$ cat src/rtl/alu_arbiter.sv
// Round-robin arbiter/sequencer sharing one ALU between two requesters.
// Registers the winner's operands, captures the result, and acks the winner.
module alu_arbiter #(
  parameter int DATA_W = 32,
  parameter int CTRL_W = 4
) (
  input  logic              Clk,
  input  logic              Rst,
  input  logic              ReqA,
  input  logic              ReqB,
  input  logic [DATA_W-1:0] In1A,
  input  logic [DATA_W-1:0] In2A,
  input  logic [DATA_W-1:0] In1B,
  input  logic [DATA_W-1:0] In2B,
  input  logic [CTRL_W-1:0] CtrlA,
  input  logic [CTRL_W-1:0] CtrlB,
  output logic              AckA,
  output logic              AckB,
  output logic [DATA_W-1:0] ResultA,
  output logic [DATA_W-1:0] ResultB,
  output logic              ZeroA,
  output logic              ZeroB,
  output logic              ErrA,
  output logic              ErrB,
  output logic [1:0]        Grant,
  output logic              Busy,
  output logic [DATA_W-1:0] AluIn1,
  output logic [DATA_W-1:0] AluIn2,
  output logic [CTRL_W-1:0] AluCtrl,
  input  logic [DATA_W-1:0] AluOut,
  input  logic              AluZero
);

  typedef enum logic [1:0] {
    IDLE = 2'd0,
    EXEC = 2'd1,
    DONE = 2'd2
  } state_t;

  state_t state_q, state_d;

  // prio_q: 0 favours A, 1 favours B
  logic              prio_q, prio_d;
  logic              win_b;
  logic [1:0]        grant_d;
  logic [DATA_W-1:0] in1_d, in2_d;
  logic [CTRL_W-1:0] ctrl_d;
  logic              ack_a_d, ack_b_d;
  logic [DATA_W-1:0] res_a_d, res_b_d;
  logic              zero_a_d, zero_b_d;
  logic              err_a_d, err_b_d;
  logic [DATA_W-1:0] cap_res;
  logic              cap_zero, cap_err;

  assign Busy  = (state_q != IDLE);
  assign win_b = ReqB & (~ReqA | prio_q);

  // beq and illegal ops bypass the ALU's own outputs
  always_comb begin
    cap_res  = AluOut;
    cap_zero = AluZero;
    cap_err  = 1'b0;
    unique case (1'b1)
      (AluCtrl > CTRL_W'(7)): begin
        cap_res  = '0;
        cap_zero = 1'b1;
        cap_err  = 1'b1;
      end
      (AluCtrl == CTRL_W'(6)): begin
        cap_res  = '0;
        cap_zero = (AluIn1 == AluIn2);
      end
      default: ;
    endcase
  end

  always_comb begin
    state_d  = state_q;
    prio_d   = prio_q;
    grant_d  = Grant;
    in1_d    = AluIn1;
    in2_d    = AluIn2;
    ctrl_d   = AluCtrl;
    ack_a_d  = 1'b0;
    ack_b_d  = 1'b0;
    res_a_d  = ResultA;
    res_b_d  = ResultB;
    zero_a_d = ZeroA;
    zero_b_d = ZeroB;
    err_a_d  = ErrA;
    err_b_d  = ErrB;
    unique case (state_q)
      IDLE: begin
        if (ReqA | ReqB) begin
          state_d = EXEC;
          grant_d = win_b ? 2'b10 : 2'b01;
          in1_d   = win_b ? In1B : In1A;
          in2_d   = win_b ? In2B : In2A;
          ctrl_d  = win_b ? CtrlB : CtrlA;
          if (ReqA & ReqB) prio_d = ~win_b;
        end
      end
      EXEC: begin
        state_d = DONE;
        if (Grant[1]) begin
          ack_b_d  = 1'b1;
          res_b_d  = cap_res;
          zero_b_d = cap_zero;
          err_b_d  = cap_err;
        end else begin
          ack_a_d  = 1'b1;
          res_a_d  = cap_res;
          zero_a_d = cap_zero;
          err_a_d  = cap_err;
        end
      end
      DONE: begin
        state_d = IDLE;
        grant_d = 2'b00;
      end
      default: begin
        state_d = IDLE;
        grant_d = 2'b00;
      end
    endcase
  end

  always_ff @(posedge Clk or posedge Rst) begin
    if (Rst) begin
      state_q <= IDLE;
      prio_q  <= 1'b0;
      Grant   <= 2'b00;
      AluIn1  <= '0;
      AluIn2  <= '0;
      AluCtrl <= '0;
      AckA    <= 1'b0;
      AckB    <= 1'b0;
      ResultA <= '0;
      ResultB <= '0;
      ZeroA   <= 1'b0;
      ZeroB   <= 1'b0;
      ErrA    <= 1'b0;
      ErrB    <= 1'b0;
    end else begin
      state_q <= state_d;
      prio_q  <= prio_d;
      Grant   <= grant_d;
      AluIn1  <= in1_d;
      AluIn2  <= in2_d;
      AluCtrl <= ctrl_d;
      AckA    <= ack_a_d;
      AckB    <= ack_b_d;
      ResultA <= res_a_d;
      ResultB <= res_b_d;
      ZeroA   <= zero_a_d;
      ZeroB   <= zero_b_d;
      ErrA    <= err_a_d;
      ErrB    <= err_b_d;
    end
  end

endmodule

$ cat config.mk
export PLATFORM = sky130hd
export DESIGN_NAME = alu_arbiter
export DESIGN_NICKNAME = d
export VERILOG_FILES = /design/src/rtl/alu_arbiter.sv
export SDC_FILE = /design/constraint.sdc
export NUM_CORES = 1
export LEC_CHECK = 0
export CAP_MARGIN = 20
export CORE_ASPECT_RATIO = 1.25
export CORE_MARGIN = 1.5
export CORE_UTILIZATION = 35
export DETAILED_ROUTE_END_ITERATION = 10
export GPL_TIMING_DRIVEN = 0
export PLACE_DENSITY_LB_ADDON = 0.05
export SLEW_MARGIN = 20
export SYNTH_ARGS = -nofsm -noshare
export SYNTH_HDL_FRONTEND = slang
export SYNTH_SLANG_ARGS = --single-unit
$ cat constraint.sdc
create_clock -name Clk -period 5.56 [get_ports Clk]
set_input_delay 1.112 -clock Clk [delete_from_list [all_inputs] [get_ports Clk]]
set_output_delay 1.112 -clock Clk [all_outputs]
set_load 0.005 [all_outputs]
# [Word level (Yosys, flattened, before mapping)]
# Cells that the tools add are included.
[word_totals] ff_bits=143 in_bits=173 out_inout_bits=141 wordCells=50
[op_classes] n_lt_le_gt_ge=1 n_eq_ne=4 n_mux=15 n_bitwise=8 reduce_logical=8
[op_table] operator="2-to-1 mux 32 bit" count=3
[op_table] operator="== test 32 bit" count=1
[op_table] operator="one-hot mux 2 bit (2 select lines)" count=2
[op_table] operator="AND reduction 2 bit" count=4
[op_table] operator="2-to-1 mux 2 bit" count=3
[op_table] operator="2-to-1 mux 1 bit" count=5
[op_table] operator="== test 4 x 3 -> 1 bit (second input constant)" count=1
[op_table] operator="> comparator 4 x 3 -> 1 bit (second input constant)" count=1
[op_table] operator="2-to-1 mux 4 bit" count=1
[op_table] operator="NOT 1 bit" count=4
[op_table] operator="AND reduction 3 bit" count=1
[op_table] operator="AND 1 bit" count=2
[op_table] operator="== test 2 x 1 -> 1 bit (second input constant)" count=1
[op_table] operator="zero test 2 bit" count=1
[op_table] operator="!= test 2 bit (second input constant)" count=1
[op_table] operator="OR 1 bit" count=2
[op_table] operator="one-hot mux 1 bit (2 select lines)" count=1
[op_table] operator="nonzero test 2 bit" count=1
[op_table] operator="OR reduction 2 bit" count=1

# [Longest topological paths before layout]
[depth] word_depth=6 depth_mapped=7 ltp_nobuf=5

# [Worst setup path before layout]
# OpenSTA, ideal clock, no wires.
[synth_timing] path_type="input port to flip-flop" startpoint="input ReqB" endpoint="register AluIn2[10]" setup_time_ns=0.127 t_arrival_ns=2.081 required_ns=5.433 setup_slack_ns=3.351 stages=7 n_path_buf=3 cell_sequence="nand2_1 > and3_1 > clkbuf_1 > buf_2 > buf_2 > a222oi_1 > inv_1"
[synth_via] elab_chain_len=2 word_cells_on_any_way=4 classes_between="1 x mux; 2 x bitwise; 1 x reduce/logical"
[synth_lines] element="from (decl)" line_no="10" source="input logic ReqB,"
[synth_lines] element="AND 1 bit / OR 1 bit (equally long branches)" line_no="56, 94"
[synth_lines] element="2-to-1 mux 32 bit / AND reduction 2 bit (equally long branches)"
[synth_lines] element="to (signal assigned)" line_no="149" source="AluIn2 <= in2_d;"
[synth_lines] element="to (decl)" line_no="28" source="output logic [DATA_W-1:0] AluIn2,"
# Several ways; a longest one is shown, not always the timed one.
# A chain may end at the register's enable or synchronous reset.

# [Final worst setup path]
[layout_timing] startpoint="input ReqA" endpoint="register AluIn2[3]"
[layout_via] elab_chain_len=4 word_cells_on_any_way=6 classes_between="1 x mux; 4 x bitwise; 1 x reduce/logical"
[layout_lines] element="from (decl)" line_no="9" source="input logic ReqA,"
[layout_lines] element="NOT 1 bit" line_no="56" source="assign win_b = ReqB & (~ReqA | prio_q);"
[layout_lines] element="OR 1 bit" line_no="56"
[layout_lines] element="AND 1 bit" line_no="56"
[layout_lines] element="2-to-1 mux 32 bit" line_no="98" source="in2_d = win_b ? In2B : In2A;"
# Several ways; a longest one is shown, not always the timed one.

==> reports/results.ini <==
[status]
status = complete, no violations

[job]
cap_violations = 0

[hold_path]
hold_class = reg2reg

[finish]
syn_to_final_growth_pct = 68.0
area_of_all_placed_cells_without_fillers_um2 = 9920
total_area_of_multi_input_combinational_cells_um2 = 1890
total_number_of_nets_in_the_final_design = 1067
seqCellArea_um2 = 3580
share_of_final_layout_standard_cells_stronger_than_drive_strength_1 = 0.0474
fillers = 1389
num_antenna_cells = 0

[sta]
rsz0062_at_grt = no
hold_viol_final = 0
clock_skew_ps = 9.28
timing.final.crit_share = 0.493
timing.final.crit_period_ps = 2740
worst_slew_pin_slew_ps = 636
max-slew-margin-rel = 0.576
setup_viol_count_final = 0
final-max-slew-violation-count = 0
maxClockFrequency_mhz = 365
worst_hold_slack_ps = 478

[clocking]
number_of_gates_resized_after_cts = 0
cts.sink_count = 143
clkTransAtPathRegs_ps = 70
cts_buffers = 17
worst_skew_pair_later_pin_latency_ps = 420
postCtsSetupRepairBufs = 0
clk_path_buf_depth = 2
cts_hold_buf = 0
tritoncts = yes
root_buffer = sky130_fd_sc_hd__clkbuf_16
cts.htree.levels = 4

[setup_path]
worst-endpoint-arrival_ps = 3090
crit_buf_inv = 4
crit_path_max_incr_delay_ps = 490
cpMaxStageDelayCell = sky130_fd_sc_hd__clkdlybuf4s50_1
cpLargestDelayFamily = buffers and inverters
critical_path_required_ps = 5910
critical_path.cell_chain = clkdlybuf4s50_1 > o21ai_1 > clkbuf_1 > buf_2 > a222oi_1 > inv_1
worst_setup_path_start_kind = primary input
type_of_destination_of_the_critical_path = flop
critical_path_class = in2reg
worst-path-max-fanout = 10
r2r_setup_slack_ps = 3540

[die]
die-area_um2 = 17700
row_count = 52
coreArea_um2 = 16300
floorplan.die.height_um = 148
ios = 314
starting_density = 0.362
die_width_um = 119

[logic_synthesis]
synth_most_common_cell = sky130_fd_sc_hd__dfrtp_1
yosys_most_used_dff = sky130_fd_sc_hd__dfrtp_1
synth.lib_cells_used.distinct = 23
synth_top_area_share = 0.606
ys_async_sr_fraction = 1.00
synthesis.instances = 561
yosys_warnings = 0
post-synth-top-area-cell = sky130_fd_sc_hd__dfrtp_1
synth_commonest_cells = sky130_fd_sc_hd__dfrtp_1, sky130_fd_sc_hd__nand2_1, sky130_fd_sc_hd__inv_1, sky130_fd_sc_hd__a222oi_1, sky130_fd_sc_hd__o21ai_0
synth_fp_nets = 734
synth_area_per_cell_um2 = 10.5
synth_enable_flop_cells = 0
netlist_top_cells_area = sky130_fd_sc_hd__dfrtp_1, sky130_fd_sc_hd__a222oi_1, sky130_fd_sc_hd__nand2_1, sky130_fd_sc_hd__o21ai_0, sky130_fd_sc_hd__inv_1
synth.yosys.seq_area_share = 0.606
synth-seq-cells = 143
synth.cell_area_um2 = 5910

[global_route]
grt_max_degree = 75
vias_in_the_first_global_route = 5902
grt_first_pass_wirelength_mm = 33.0
grt_antenna_before_repair = 0
grt-ovfl-total = 0
gr_usage_total = 0.247

[pwr]
power_leakage_nw = 4.51
power_density_nw_per_um2 = 567
power.ir.vdd_worst_uv = 252

[detailed_routing]
routed-wl-met3_mm = 1.80
detail_route.iter0.violations = 517
met1_length_mm = 8.08
routed-wl-met2_mm = 11.3
drt_pass1_iterations = 8
routed_wl_mm = 21.7
route.vias.total = 5714
route.top_layer_used = met4
wire_per_inst_um = 19.3
drc = 0
final_antenna_net_count = 0
avgViaCountPerCell = 5.09

[place]
detailed_place_hpwl_mm = 16.6
place.port_buffers = 313
place.gp.congestion = 0.802
detailed_place.area_um2 = 9350

## layout make-up
type	count	area share
plain buffers	40	0.0161
clock buffers	18	0.0433
clock inverters	14	0.0148
inverters	74	0.0288
multi-input cells	304	0.191
flip-flops and latches	143	0.361
well taps	216	0.0272
repair buffers	314	0.319
## per-stage QoR
stage          worst slack (ps)  utilization  TNS, ps  power, mW  std cells
6_report                   2820        0.607        0       5.62       1123
2_1_floorplan               610            -        0       2.96        561
3_5_place_dp               2460        0.572        0       4.54       1091
4_1_cts                    2830        0.607        0       5.67       1123
3_3_place_gp              -1210        0.570  -171620       4.48       1090
5_1_grt                    2720        0.607        0       5.99       1123
## flip-flops by register name (all words and copies together), names as in the netlist, 2 cells and up
name / flops
AluIn1: 32
AluIn2: 32
ResultA: 32
ResultB: 32
AluCtrl: 4
Grant: 2
state_q: 2
## cell usage in the layout (no fill, tap or decap), types with 2 or more instances in the layout
cell type / count
sky130_fd_sc_hd__clkdlybuf4s50_1: 313
sky130_fd_sc_hd__dfrtp_1: 143
sky130_fd_sc_hd__nand2_1: 99
sky130_fd_sc_hd__inv_1: 73
sky130_fd_sc_hd__a222oi_1: 68
sky130_fd_sc_hd__o21ai_0: 65
sky130_fd_sc_hd__clkbuf_1: 32
sky130_fd_sc_hd__xor2_1: 25
sky130_fd_sc_hd__clkbuf_16: 17
sky130_fd_sc_hd__nor2_1: 10
sky130_fd_sc_hd__buf_2: 8
sky130_fd_sc_hd__xnor2_1: 8
sky130_fd_sc_hd__nor4_1: 6
sky130_fd_sc_hd__inv_6: 5
sky130_fd_sc_hd__a21oi_1: 4
sky130_fd_sc_hd__inv_8: 4
sky130_fd_sc_hd__clkinvlp_4: 4
sky130_fd_sc_hd__o21ai_1: 3
sky130_fd_sc_hd__nand4_1: 3
sky130_fd_sc_hd__nor2b_1: 2
sky130_fd_sc_hd__nand2b_1: 2
sky130_fd_sc_hd__nand3b_1: 2
sky130_fd_sc_hd__nand3_1: 2
sky130_fd_sc_hd__mux2_2: 2
## layer usage
metal	vias to the layer above	GRT usage
met3	34	0.0575
met4	0	0.0970
met2	295	0.447
li1	2640	-
met5	-	0
met1	2745	0.281
## report_power, final
group / leakage (nW) / internal (mW) / switching (mW) / total, mW
combinational: 2.45 / 1.39 / 1.20 / 2.59
sequential: 1.80 / 1.52 / 0.408 / 1.93
clock: 0.270 / 0.632 / 0.477 / 1.11
total: 4.51 / 3.54 / 2.08 / 5.62
## worst reg2reg max path: cells and delay by family (launching register included)
family          cells  cell delay (ps)
xor+xnor            1              200
flops               1              410
compound gates      1              150
simple gates        3             1200
## logic make-up (layout without fill, tap and decap cells)
| kind of cell | after synthesis | count (layout) | share of synthesized area |
|---|---|---|---|
| DFF | 143 | 143 | 0.606 |
| AOI/OAI and AO/OA | 141 | 141 | 0.178 |
| and+or+nand+nor | 128 | 128 | 0.0896 |
| buffers and inverters | 114 | 460 | 0.0741 |
| xor gates and xnor gates | 33 | 33 | 0.0489 |
| muxes | 2 | 2 | 0.00381 |
## final timing paths
check	endpoint	cells after the start	startpoint
worst max-delay path	AluIn2[3]	6	ReqA
worst min-delay path	ResultA[19]	2	ResultA[19]
worst max register to register	ZeroA	5	AluIn2[22]
worst min register to register	ResultA[19]	2	ResultA[19]
max in group asynchronous	AluIn1[31]	3	Rst
min in group asynchronous	ResultA[20]	2	Rst
Power figures use the tool's default switching activity.
